<file path="src/rtl/axi_cdc_chan_src.sv">
// Source (write) side of one gray-pointer async FIFO channel.
// Ports: src_clk_i/src_rst_ni clock and async active-low reset;
//   src_data_i/src_valid_i/src_ready_o beat handshake in;
//   async_data_o storage array (entry i at [i*W +: W]);
//   async_wptr_o gray write pointer out; async_rptr_i gray read pointer in;
//   src_fill_o pessimistic occupancy 0..D.
module axi_cdc_chan_src #(
    parameter type         T          = logic,
    parameter int unsigned LogDepth   = 1,
    parameter int unsigned SyncStages = 2,
    localparam int unsigned W         = $bits(T),
    localparam int unsigned D         = 2**LogDepth
) (
    input  logic                src_clk_i,
    input  logic                src_rst_ni,
    input  logic [W-1:0]        src_data_i,
    input  logic                src_valid_i,
    output logic                src_ready_o,
    output logic [D*W-1:0]      async_data_o,
    output logic [LogDepth:0]   async_wptr_o,
    input  logic [LogDepth:0]   async_rptr_i,
    output logic [LogDepth:0]   src_fill_o
);

    typedef logic [LogDepth:0] ptr_t;

    localparam ptr_t DepthP = ptr_t'(D);

    function automatic ptr_t gray2bin(input ptr_t g);
        ptr_t b;
        b = '0;
        b[LogDepth] = g[LogDepth];
        for (int i = LogDepth - 1; i >= 0; i--) begin
            b[i] = b[i+1] ^ g[i];
        end
        return b;
    endfunction

    ptr_t                  wptr_bin_q, wptr_bin_d;
    ptr_t                  wptr_gray_q, wptr_gray_d;
    logic [D-1:0][W-1:0]   data_q;
    ptr_t                  rptr_sync_q [SyncStages];

    ptr_t                  rptr_bin;
    ptr_t                  fill;
    logic                  full;
    logic                  wr_en;

    assign rptr_bin = gray2bin(rptr_sync_q[SyncStages-1]);

    // Occupancy as seen from here; the MSB separates full from empty,
    // so fill == D is exactly the gray full condition.
    assign fill  = wptr_bin_q - rptr_bin;
    assign full  = (fill == DepthP);
    assign wr_en = src_valid_i & ~full;

    always_comb begin
        wptr_bin_d  = wptr_bin_q;
        wptr_gray_d = wptr_gray_q;
        if (wr_en) begin
            wptr_bin_d  = wptr_bin_q + 1'b1;
            wptr_gray_d = wptr_bin_d ^ (wptr_bin_d >> 1);
        end
    end

    always_ff @(posedge src_clk_i or negedge src_rst_ni) begin
        if (!src_rst_ni) begin
            wptr_bin_q  <= '0;
            wptr_gray_q <= '0;
            data_q      <= '0;
        end else begin
            wptr_bin_q  <= wptr_bin_d;
            wptr_gray_q <= wptr_gray_d;
            if (wr_en) begin
                data_q[wptr_bin_q[LogDepth-1:0]] <= src_data_i;
            end
        end
    end

    // Plain shift chain: no logic between stages.
    always_ff @(posedge src_clk_i or negedge src_rst_ni) begin
        if (!src_rst_ni) begin
            for (int i = 0; i < SyncStages; i++) begin
                rptr_sync_q[i] <= '0;
            end
        end else begin
            rptr_sync_q[0] <= async_rptr_i;
            for (int i = 1; i < SyncStages; i++) begin
                rptr_sync_q[i] <= rptr_sync_q[i-1];
            end
        end
    end

    assign src_ready_o  = ~full;
    assign src_fill_o   = fill;
    assign async_data_o = data_q;
    assign async_wptr_o = wptr_gray_q;

`ifndef SYNTHESIS
    ptr_t rptr_prev_q;

    always_ff @(posedge src_clk_i or negedge src_rst_ni) begin
        if (!src_rst_ni) begin
            rptr_prev_q <= '0;
        end else begin
            rptr_prev_q <= async_rptr_i;
            assert (LogDepth >= 1 && SyncStages >= 2)
                else $error("bad LogDepth/SyncStages");
            assert (fill <= DepthP)
                else $error("fill exceeds depth");
            assert ($countones(async_rptr_i ^ rptr_prev_q) <= 1)
                else $error("async_rptr_i changed more than one bit");
        end
    end
`endif

endmodule

</file>
<file path="config.mk">
export PLATFORM = sky130hd
export DESIGN_NAME = axi_cdc_chan_src
export DESIGN_NICKNAME = d
export VERILOG_FILES = /design/src/rtl/axi_cdc_chan_src.sv
export SDC_FILE = /design/constraint.sdc
export NUM_CORES = 1
export LEC_CHECK = 0
export CORE_UTILIZATION = 25
export DETAILED_ROUTE_END_ITERATION = 16
export PLACE_DENSITY = 0.61
export RECOVER_POWER = 50
export SYNTH_ARGS = -nofsm -noshare
export SYNTH_HDL_FRONTEND = slang
export SYNTH_SLANG_ARGS = --single-unit
</file>
<file path="constraint.sdc">
create_clock -name src_clk_i -period 4.3 [get_ports src_clk_i]
set_input_delay 0.645 -clock src_clk_i [delete_from_list [all_inputs] [get_ports src_clk_i]]
set_output_delay 0.645 -clock src_clk_i [all_outputs]
set_load 0.05 [all_outputs]
</file>
Word-level counts from Yosys, hierarchy flattened --
Cells that the tools add are included. W data, S select, Z words.
Word-level totals: register bits 10, input bits 6, output and inout bits 7, logic and storage cells 19
Operators by class: add/subtract/negate cells 2, $lt $le $gt $ge 2, equality and inequality tests 1, muxes and demuxes 3, bitwise operators 4, reductions and logical operators 1
Operator list (number):
- $add A2 B1 Y2 const B | 1
- $bwmux W2 | 1
- $eq A2 B2 Y1 const B | 1
- $lt A1 B2 Y1 const B | 1
- $sub A2 B2 Y2 | 1
- $xor A2 B1 Y2 | 1
- $and A1 B1 Y1 | 1
- $demux W1 S1 | 1
- $ge A1 B1 Y1 const B | 1
- $logic_and A1 B1 Y1 | 1
- $mux W1 | 1
- $not A1 Y1 | 1
- $xor A1 B1 Y1 | 1

Longest topological paths before layout --
depth in word-level cells 5, gate-level depth with buffers 5, mapped depth without buffers 5

Worst setup path after synthesis --
No wires, ideal clock.
path kind register to output, start point register rptr_sync_q, in the netlist rptr_bin[1], end point output src_fill_o[1], arrival time 1.599 ns, data required time 3.655 ns, setup slack 2.056 ns, stages on the path, launching flop included 4, path buffers 0, path through dfrtp_1 -> xor2_1 -> ha_1 -> xnor2_1
On the way: word-level cells in the longest chain between the ends 2
Ends and longest elaborated chain:
- start: declaration | RTL line 42 | ptr_t rptr_sync_q [SyncStages];
- start signal: indexed assignment | RTL line 89 | rptr_sync_q[i] <= rptr_sync_q[i-1];
- $xor A1 B1 Y1 | RTL line 34 | b[i] = b[i+1] ^ g[i];
- $sub A2 B2 Y2 (*) | RTL line 53 | assign fill = wptr_bin_q - rptr_bin;
- end: declaration | RTL line 22 | output logic [LogDepth:0] src_fill_o
Every way passes the cells marked *; elsewhere a longest branch is shown, timed or not.

Final worst setup path --
start point register rptr_sync_q, in the netlist rptr_bin[1], end point output src_fill_o[0]
On the way: word-level cells in the longest chain between the ends 2
Ends and longest elaborated chain (RTL line):
- $xor A1 B1 Y1 | 34
- $sub A2 B2 Y2 | 53
No other way between the ends.

==> flow_metrics.py <==
metrics = {
    "worst_setup_path": {
        "r2r_cells": 5,
        "crit_path_max_fanout": 4,
        "crit_path_start_kind": "flip-flop",
        "worstSetupPathType": "reg2out",
        "worstPathArrival_ns": 2.08,
        "worstPathRequired_ns": 3.65,
        "worst_setup_path_end_kind": "output pin",
    },
    "logic_synthesis": {
        "ys_seq_area_frac": 0.596,
        "netlist_area_sq_um": 378,
        "ys_types": 13,
        "synth_fp_nets": 37,
        "yosys.area.top_type": "dfrtp_1",
        "yosysWarnings": 0,
        "syn_area_per_cell_sq_um": 12.6,
        "synth_area_leaders": "dfrtp_1, xnor2_1, mux2_1",
        "synth_top_area_frac": 0.596,
        "synth-seq-cells": 9,
        "postSynthCellCount": 30,
    },
    "floorplan": {
        "start_util": 0.280,
        "die_w_microns": 40.9,
        "core_area_sq_um": 1350,
        "die_area_sq_um": 1670,
        "rows": 13,
        "die_h_microns": 40.9,
        "io_pins": 13,
    },
    "cts": {
        "numCtsBuffers": 3,
        "clock-sinks": 9,
        "cts_tree": "done",
        "cts_setup_buffers": 0,
        "cts_resized": 0,
        "ctsLongestPathBuffers": 2,
        "cts-root-buf": "clkbuf_4",
        "cts_max_level": 1,
        "path_clk_slew_ns": 0.05,
        "ctsHoldBuffers": 0,
        "worstSkewPairLatency_ns": 0.25,
    },
    "placement": {
        "numPortBuffers": 12,
        "place.gp.congestion": 0.563,
        "post-place-ws_ns": 1.84,
        "placed_cells": 56,
    },
    "sta": {
        "skew_ns": 0.00234,
        "fin_ws_ns": 1.58,
        "setup_viol": 0,
        "hold_viol_final": 0,
        "grt_setup_unrepaired": "no",
        "worstMarginPinSlew_ns": 0.495,
        "slew_headroom": 0.669,
        "timing.final.crit_share": 0.633,
        "fmax_mhz": 367,
        "min_period_ns": 2.72,
        "finalMaxSlewViolations": 0,
        "setup_tns_ns": 0,
    },
    "finish": {
        "fin_nets": 53,
        "regArea_sq_um": 225,
        "areaGrowthSynthToFinish_pct": 41.7,
        "fillCellCount": 144,
        "layoutNonFillerInstCount": 60,
        "layout_common_cells": "dfrtp_1, clkdlybuf4s50_1",
        "multiInputGateArea_sq_um": 134,
        "antenna_cells": 0,
        "drive_above_1_share": 0.0889,
    },
    "route": {
        "wl_per_cell_microns": 8.07,
        "drtPass1Iterations": 1,
        "wl_microns": 484,
        "vias": 244,
        "drt_iter0_markers": 0,
        "viasPerCell": 4.07,
        "drc": 0,
        "postRouteAntennaNets": 0,
    },
    "status": {
        "status": "complete, no violations",
    },
    "grt": {
        "grt_antenna_before_repair": 0,
        "first_global_vias": 232,
        "grt_pass1_wl_microns": 876,
        "grt_usage": 0.0857,
        "overflow": 0,
        "grt_max_degree": 10,
    },
    "min_path": {
        "hold_class": "reg2reg",
        "min_path_cells": 0,
    },
    "run": {
        "cap_violations": 0,
    },
}
[critical path: stages, from the launching register on]
cell and delay, ns:
dfrtp_1 0.42, xor2_1 0.18, ha_1 0.32, inv_1 0.10, clkdlybuf4s50_1 0.80
[kinds of logic after synthesis]
logic type | count (synthesis) | synth area share
flip-flops | 9 | 0.596
adder cells (fa/ha/maj) | 1 | 0.0331
AO/OA/AOI/OAI | 4 | 0.0596
multiplexers | 4 | 0.116
AND/OR/NAND/NOR | 3 | 0.0298
buffers and inverters | 4 | 0.0497
XOR/XNOR | 5 | 0.116
[worst paths after layout]
kind	from	to	slack, ns
setup / recovery	rptr_bin[1]	src_fill_o[0]	1.58
max in group asynchronous	src_rst_ni	rptr_sync_q[0]	3.27
hold reg to reg	rptr_sync_q[3]	rptr_bin[1]	0.35
min in group asynchronous	src_rst_ni	rptr_sync_q[2]	0.75
setup reg to reg	rptr_bin[1]	async_data_o[0]	2.63
hold / removal	rptr_sync_q[3]	rptr_bin[1]	0.35
[cells in the mapped netlist (all sizes together)]
cell,count
a21oi,1
buf,1
dfrtp,9
ha,1
inv,3
mux2,3
mux2i,1
nand2,3
o211ai,1
o21ai,2
xnor2,3
xor2,2
[area by class of cell]
class | count | area share
clock buffer | 4 | 0.0491
timing repair buffer | 12 | 0.224
sequential | 9 | 0.421
tap | 15 | 0.0350
multi-input combinational | 17 | 0.250
inverter | 3 | 0.0210
[per-stage QoR]
stage                     hold WS (ns)   util  instance area (sq um)
final                            0.350  0.397                    536
after global placement           0.331  0.377                    509
after floorplan                  0.331      -                    378
after global routing             0.356  0.397                    536
after detailed placement         0.336  0.377                    509
after CTS                        0.351  0.397                    536
[layer usage]
layer	routed length [microns]	part of all wire	up-vias	GRT usage
met5	0	0	-	0
met4	0	0	0	0.0750
met3	35	0.072	0	0.0326
met2	231	0.48	8	0.117
met1	217	0.45	109	0.103
li1	-	-	127	-
[flip-flops by register name (all words and copies together) (netlist names)]
| name | count |
|---|---|
| async_data_o | 2 |
| async_wptr_o | 1 |
| rptr_bin | 1 |
| rptr_sync_q | 3 |
| wptr_bin_q | 2 |
Power is left out: the tool's default activity adds up to more than one toggle a clock period on the data nets, which glitch-free logic cannot reach.
